==> config.mk <==
export PLATFORM = sky130hd
export DESIGN_NAME = uart_tx_fifo_flat
export DESIGN_NICKNAME = d
export VERILOG_FILES = /design/src/rtl/uart_tx_fifo_if.sv /design/src/rtl/uart_tx_fifo.sv /design/src/flat_wrapper.sv
export SDC_FILE = /design/constraint.sdc
export NUM_CORES = 1
export LEC_CHECK = 0
export ABC_AREA = 1
export CAP_MARGIN = 20
export CORE_AREA = 2 2 112 114
export CTS_CLUSTER_DIAMETER = 120
export CTS_CLUSTER_SIZE = 30
export DETAILED_ROUTE_END_ITERATION = 7
export DIE_AREA = 0 0 114 116
export GPL_ROUTABILITY_DRIVEN = 0
export GPL_TIMING_DRIVEN = 1
export PLACE_DENSITY = 0.78
export SLEW_MARGIN = 30
export SYNTH_ARGS = -nofsm -noshare
export SYNTH_HDL_FRONTEND = slang
export SYNTH_SLANG_ARGS = --single-unit
==> constraint.sdc <==
create_clock -name sys_clk -period 2.75 [get_ports sys_clk]
set_input_delay 0.275 -clock sys_clk [delete_from_list [all_inputs] [get_ports sys_clk]]
set_output_delay 0.275 -clock sys_clk [all_outputs]
set_load 0.03 [all_outputs]
==> src/rtl/uart_tx_fifo_if.sv <==
// Receiver/transmitter-side signal bundle for uart_tx_fifo.
// slave = the FIFO block, master = whatever drives rx and busy (receiver/transmitter or bench).
interface uart_tx_fifo_if #(
  parameter int DATA_W = 8,
  parameter int AW     = 4
);
  logic [DATA_W-1:0] rx_data;
  logic              rx_valid;
  logic              tx_busy;
  logic [DATA_W-1:0] tx_data;
  logic              tx_en;
  logic [AW:0]       fifo_count;
  logic              full;
  logic              empty;
  logic              overflow;
  logic [15:0]       drop_cnt;

  modport master (
    output rx_data, rx_valid, tx_busy,
    input  tx_data, tx_en, fifo_count, full, empty, overflow, drop_cnt
  );

  modport slave (
    input  rx_data, rx_valid, tx_busy,
    output tx_data, tx_en, fifo_count, full, empty, overflow, drop_cnt
  );
endinterface

==> src/rtl/uart_tx_fifo.sv <==
// Byte FIFO between UART RX and TX; launches one byte per transmitter busy cycle.
// Optional saturating dropped-byte counter: define UART_TX_FIFO_DROP_CNT_EN.
module uart_tx_fifo #(
  parameter int DATA_W       = 8,
  parameter int DEPTH        = 16,
  parameter int AW           = 4,
  parameter int BUSY_TIMEOUT = 4
) (
  input  logic          sys_clk,
  input  logic          rst,
  uart_tx_fifo_if.slave bus
);

  localparam int CW = AW + 1;
  localparam int TW = (BUSY_TIMEOUT > 2) ? $clog2(BUSY_TIMEOUT) : 1;

  typedef enum logic [1:0] {IDLE, WAIT_BUSY, WAIT_DONE} state_t;

  logic [DATA_W-1:0] mem_q [DEPTH];
  logic [AW-1:0]     wr_ptr_q, wr_ptr_d;
  logic [AW-1:0]     rd_ptr_q, rd_ptr_d;
  logic [CW-1:0]     count_q, count_d;
  logic [DATA_W-1:0] tx_data_q, tx_data_d;
  logic              tx_en_q, tx_en_d;
  logic              overflow_q, overflow_d;
  state_t            state_q, state_d;
  logic [TW-1:0]     timer_q, timer_d;
  logic              full, empty, pop, push;

  assign full  = (count_q == CW'(DEPTH));
  assign empty = (count_q == '0);

  always_comb begin
    state_d = state_q;
    timer_d = timer_q;
    pop     = 1'b0;
    case (state_q)
      IDLE: begin
        if (!empty && !bus.tx_busy) begin
          pop     = 1'b1;
          state_d = WAIT_BUSY;
          timer_d = '0;
        end
      end
      WAIT_BUSY: begin
        // A transmitter that never raises busy still gets the byte counted as sent.
        if (bus.tx_busy) begin
          state_d = WAIT_DONE;
        end else if (timer_q == TW'(BUSY_TIMEOUT - 1)) begin
          state_d = IDLE;
        end else begin
          timer_d = timer_q + TW'(1);
        end
      end
      WAIT_DONE: begin
        if (!bus.tx_busy) state_d = IDLE;
      end
      default: state_d = IDLE;
    endcase
  end

  always_comb begin
    push       = bus.rx_valid && (!full || pop);
    overflow_d = bus.rx_valid && full && !pop;
    wr_ptr_d   = push ? wr_ptr_q + AW'(1) : wr_ptr_q;
    rd_ptr_d   = pop  ? rd_ptr_q + AW'(1) : rd_ptr_q;
    tx_data_d  = pop  ? mem_q[rd_ptr_q] : tx_data_q;
    tx_en_d    = pop;
    case ({push, pop})
      2'b10:   count_d = count_q + CW'(1);
      2'b01:   count_d = count_q - CW'(1);
      default: count_d = count_q;
    endcase
  end

  always_ff @(posedge sys_clk) begin
    if (push) mem_q[wr_ptr_q] <= bus.rx_data;
  end

  always_ff @(posedge sys_clk) begin
    if (rst) begin
      wr_ptr_q   <= '0;
      rd_ptr_q   <= '0;
      count_q    <= '0;
      tx_data_q  <= '0;
      tx_en_q    <= 1'b0;
      overflow_q <= 1'b0;
      state_q    <= IDLE;
      timer_q    <= '0;
    end else begin
      wr_ptr_q   <= wr_ptr_d;
      rd_ptr_q   <= rd_ptr_d;
      count_q    <= count_d;
      tx_data_q  <= tx_data_d;
      tx_en_q    <= tx_en_d;
      overflow_q <= overflow_d;
      state_q    <= state_d;
      timer_q    <= timer_d;
    end
  end

`ifdef UART_TX_FIFO_DROP_CNT_EN
  logic [15:0] drop_cnt_q, drop_cnt_d;

  always_comb begin
    drop_cnt_d = drop_cnt_q;
    if (overflow_d && (drop_cnt_q != '1)) drop_cnt_d = drop_cnt_q + 16'd1;
  end

  always_ff @(posedge sys_clk) begin
    if (rst) drop_cnt_q <= '0;
    else     drop_cnt_q <= drop_cnt_d;
  end

  assign bus.drop_cnt = drop_cnt_q;
`else
  assign bus.drop_cnt = '0;
`endif

  assign bus.tx_data    = tx_data_q;
  assign bus.tx_en      = tx_en_q;
  assign bus.fifo_count = count_q;
  assign bus.full       = full;
  assign bus.empty      = empty;
  assign bus.overflow   = overflow_q;

endmodule

==> src/flat_wrapper.sv <==
// flat-port wrapper written by rule: the top's interface ports become plain ports
module uart_tx_fifo_flat 
#(
  parameter int DATA_W       = 8,
  parameter int DEPTH        = 16,
  parameter int AW           = 4,
  parameter int BUSY_TIMEOUT = 4
)
  (sys_clk, rst, bus_rx_data, bus_rx_valid, bus_tx_busy, bus_tx_data, bus_tx_en, bus_fifo_count, bus_full, bus_empty, bus_overflow, bus_drop_cnt);
  uart_tx_fifo_if #(.DATA_W(DATA_W), .AW(AW)) bus_i ();
  input  logic sys_clk;
  input  logic rst;
  input wire logic [$bits(bus_i.rx_data)-1:0] bus_rx_data;
  input wire logic [$bits(bus_i.rx_valid)-1:0] bus_rx_valid;
  input wire logic [$bits(bus_i.tx_busy)-1:0] bus_tx_busy;
  output wire logic [$bits(bus_i.tx_data)-1:0] bus_tx_data;
  output wire logic [$bits(bus_i.tx_en)-1:0] bus_tx_en;
  output wire logic [$bits(bus_i.fifo_count)-1:0] bus_fifo_count;
  output wire logic [$bits(bus_i.full)-1:0] bus_full;
  output wire logic [$bits(bus_i.empty)-1:0] bus_empty;
  output wire logic [$bits(bus_i.overflow)-1:0] bus_overflow;
  output wire logic [$bits(bus_i.drop_cnt)-1:0] bus_drop_cnt;
  assign bus_i.rx_data = bus_rx_data;
  assign bus_i.rx_valid = bus_rx_valid;
  assign bus_i.tx_busy = bus_tx_busy;
  assign bus_tx_data = bus_i.tx_data;
  assign bus_tx_en = bus_i.tx_en;
  assign bus_fifo_count = bus_i.fifo_count;
  assign bus_full = bus_i.full;
  assign bus_empty = bus_i.empty;
  assign bus_overflow = bus_i.overflow;
  assign bus_drop_cnt = bus_i.drop_cnt;
  uart_tx_fifo #(.DATA_W(DATA_W), .DEPTH(DEPTH), .AW(AW), .BUSY_TIMEOUT(BUSY_TIMEOUT)) u_core (.sys_clk(sys_clk), .rst(rst), .bus(bus_i));
endmodule
==> results of run 1 <==
## how the worst max path moves through the flow
stage | start | slack (ps) | cells after the start | to
after global routing | u_core.bus.fifo_count[0] | 90 | 16 | u_core.bus.fifo_count[4]
after floorplan | u_core.bus.fifo_count[0] | 190 | 16 | u_core.bus.fifo_count[4]
final | u_core.bus.fifo_count[2] | 330 | 16 | u_core.bus.fifo_count[4]
after CTS | u_core.bus.fifo_count[2] | 370 | 16 | u_core.bus.fifo_count[4]
after detailed placement | bus_tx_busy | 150 | 16 | u_core.bus.fifo_count[4]
after global placement | bus_tx_busy | 270 | 16 | u_core.bus.fifo_count[4]
## state kept, by name (all words and copies together), names as in the netlist
name,cells
u_core.bus.fifo_count,5
u_core.bus.tx_en,1
u_core.rd_ptr_q,4
u_core.state_q,2
u_core.bus.tx_data,8
u_core.wr_ptr_q,4
u_core.bus.overflow,1
u_core.timer_q,2
u_core.mem_q,128
## logic make-up (layout without fill, tap and decap cells)
logic type               count (synthesis)  in the layout
adder cells (fa/ha/maj)                  9              9
buffers and inverters                  145            181
AND/OR/NAND/NOR                        370            370
AO/OA/AOI/OAI                           30             30
other                                    1             16
XOR/XNOR                                 7              7
flip-flops                             155            155
## final cells by class
| cell class | count | share of cell area (%) |
|---|---|---|
| flip-flops and latches | 155 | 55.2 |
| clock inverters | 13 | 2.21 |
| multi-input cells | 432 | 24.4 |
| inverters | 99 | 4.71 |
| well taps | 147 | 2.32 |
| clock buffers | 19 | 5.45 |
| repair buffers | 50 | 5.76 |
## through the flow
step / cells / utilization (%) / power [W]
2_1_floorplan: 732 / - / 0.00441
3_3_place_gp: 883 / 61.6 / 0.00490
3_5_place_dp: 883 / 61.6 / 0.00497
4_1_cts: 915 / 66.7 / 0.00737
5_1_grt: 915 / 66.7 / 0.00775
6_report: 915 / 66.7 / 0.00738
## worst min-delay path, stage by stage (launching register included)
cell     delay (ps)
dfxtp_1         310
nand2_1          60
a21oi_1          50
## routing by layer
layer / track usage (%) / vias up / share of wire, %
met4: 11.1 / 2 / 2.8
met5: 0 / - / 0.083
li1: - / 2359 / -
met2: 43.9 / 244 / 51
met1: 30.3 / 2350 / 39
met3: 6.43 / 41 / 7.6
## power by group through the flow
stage / combinational (W) / sequential, W / clock (W)
after CTS: 0.00216 / 0.00280 / 0.00241
after global routing: 0.00243 / 0.00282 / 0.00250
after global placement: 0.00206 / 0.00284 / 0
after floorplan: 0.00142 / 0.00299 / 0
final: 0.00217 / 0.00280 / 0.00241
after detailed placement: 0.00212 / 0.00285 / 0
## cell usage after synthesis
| library cell | instances |
|---|---|
| a21oi_1 | 12 |
| nand3_1 | 98 |
| a21boi_1 | 1 |
| inv_4 | 1 |
| nand2_4 | 1 |
| xor2_1 | 7 |
| inv_2 | 5 |
| a211oi_1 | 2 |
| clkbuf_1 | 6 |
| nor3_1 | 1 |
| nand4_1 | 1 |
| nor2_1 | 58 |
| buf_2 | 14 |
| o21ai_1 | 5 |
| o21ai_0 | 10 |
| nand2_1 | 203 |
| ha_1 | 9 |
| dfxtp_1 | 27 |
| clkinv_1 | 2 |
| buf_6 | 2 |
| nor2_2 | 1 |
| buf_4 | 24 |
| or2_1 | 1 |
| conb_1 | 1 |
| nand2_2 | 6 |
| edfxtp_1 | 128 |
| inv_1 | 91 |
==> key figures, run 1 <==
Global routing
  • GRT Util Overall: 25.4%
  • Vias in the first global route: 4945
  • First-pass GRT wire length: 24800 um
  • Initial antenna violation count: 1
  • Largest net degree at the start of global routing: 67
  • Gr ovfl total: 0

Clock network
  • Skew-Pair Late Insertion Delay: approximately 430 ps
  • CTS tree: yes
  • CTS max path bufs: 2
  • CTS sink count: between 150 and 200
  • Root Buffer Master: clkbuf_16
  • Postcts setup bufs: 0
  • Clock transition at path regs: around 60 ps
  • CTS-repair resized insts: 0
  • Post-CTS Hold Fix Bufs: 0
  • # H-tree levels: 4
  • Num CTS Buffers: 17

Logic synthesis
  • Yosys Warn Count: 0
  • Sequential share of the synthesized area: 63.2%
  • Synthesized area per cell: just under 10 um^2
  • Syn Inst Count: 717
  • Xor/xnor share of the synthesized area: less than 1%
  • Synth Area in Adders: 1.62%
  • Compound-cell area share of the yosys netlist: 2.27%
  • Fraction of synthesized area in multiplexers: 0%
  • Synth top area share: 55.5%
  • Largest family of logic cells by synthesized area: simple AND/OR/NAND/NOR gates
  • Post-synth top area cell: edfxtp_1
  • Top cells by area, synth: edfxtp_1 55%, nand2_1 11%, dfxtp_1 7.8%
  • Synth unique cells: 27
  • Synth Cell Area: roughly 6900 um^2
  • #FFs+latches synth: 155
  • Synth Area in Simple Gates: 22.3%

Timing
  • Relative max-transition margin: 47.8%
  • # setup viols final: 0
  • Slew Viols, Final: 0
  • RSZ-0062 raised after global routing: false
  • Max Freq: roughly 410 MHz
  • Setup TNS: 0 ps
  • Worst hold slack: 468 ps
  • Post-route worst setup slack: between 300 and 400 ps
  • Clock skew: 6.39 ps
  • Period utilisation layout: 88.0%
  • Worst Tran Pin Value: 781 ps
  • Final Hold Vio Count: 0
  • Final min period: approximately 2400 ps

Floorplanning
  • Initial core utilization: between 50 and 60%
  • Die height: about 120 um
  • IO Pins: 45
  • Die X: 114 um
  • Core area: 11900 um^2
  • Die area: 13200 um^2
  • Row cnt: 40

Placement
  • Port bufs: 28
  • Placed cell area: 7340 um^2
  • HPWL Detailed: approximately 10000 um
  • DP Worst Slack: between 150 and 200 ps

Layout
  • Commonest non-fill, non-tap cell in the layout: nand2_1
  • FF/Latch Area: 4390 um^2
  • Commonest cells after routing, fill and taps aside: 203 x nand2_1, 128 x edfxtp_1, 98 x nand3_1
  • Layout cells sized above 1: roughly 8.6%
  • Nets: 776
  • Fill cell count: 887
  • Multi-input logic area: 1930 um^2
  • Layout area overhead: 14.6%
  • Antenna cell count: 0
  • Fin area: 7940 um^2

Worst setup path
  • Critical path's most frequent cell: nand2_1
  • Reg-to-reg startpoint: u_core.bus.fifo_count[2]
  • Startpoint class of the critical path: flip-flop
  • Worst path cell trace: inv_1 -> nand4_1 -> nand2_2 -> nand2_2 -> nand2_4 -> ha_1 -> xor2_1 -> ha_1 -> inv_1 -> nand2_1 -> nand3_1 -> nand2_1 -> nand2_1 -> nand2_1 -> nand2_1 -> a21oi_1
  • Slowest-stage cell, CP: dfxtp_1
  • CP Data Arrival Time: about 2800 ps
  • Crit. End Element: flip-flop
  • R2R Path End: u_core.bus.fifo_count[4]
  • R2R depth: 16
  • CP Buf/Inv Count: 2
  • Required @ worst endpoint: around 3100 ps
  • Crit-path max cell delay: around 340 ps
  • WS Path Type: reg -> reg
  • Top delay family on crit path: simple AND/OR/NAND/NOR gates
  • Max Fanout on Critical Path: 9
  • Reg2Reg Setup Slack: roughly 330 ps

Pwr
  • Clock power frac: 32.6%
  • Gate power share: 29.4%
  • Reg power frac: 38.0%
  • Peak VDD IR: 893 uV
  • P per Cell Area: 930 nW/um^2
  • P_sw: roughly 0.0025 W
  • LEAKAGE: approximately 3.4 nW
  • P_int: 0.00491 W
  • Switching share of power: 33.5%

Outcome
  • Status: complete, no violations

Drt
  • DR iter-0 viols: approximately 540
  • Router iterations before antenna repair: 5
  • Vias: 4996
  • Post-DR wirelength/cell: 17.0 um
  • Routed Antenna Nets: 0
  • Vias per std cell: about 5.5
  • Post-Route WL: 15600 um
  • DRC Markers: 0

Job
  • Reported max-cap violation count: 0

Hold path
  • Tightest Hold Check Type: reg -> reg
  • Hold Path Depth: 2
  • Worst Hold Path EP: u_core.timer_q[1]
  • Hold Crit Start: u_core.timer_q[1]
No activity file was read; power rests on OpenSTA's default activity.
==> inputs of run 2 (changes only) <==
Settings changed: SKIP_CTS_REPAIR_TIMING set to 1, TNS_END_PERCENT set to 1.
==> results of run 2 <==
Same layout as run 1: the final DEF is identical, and so are final timing and power.
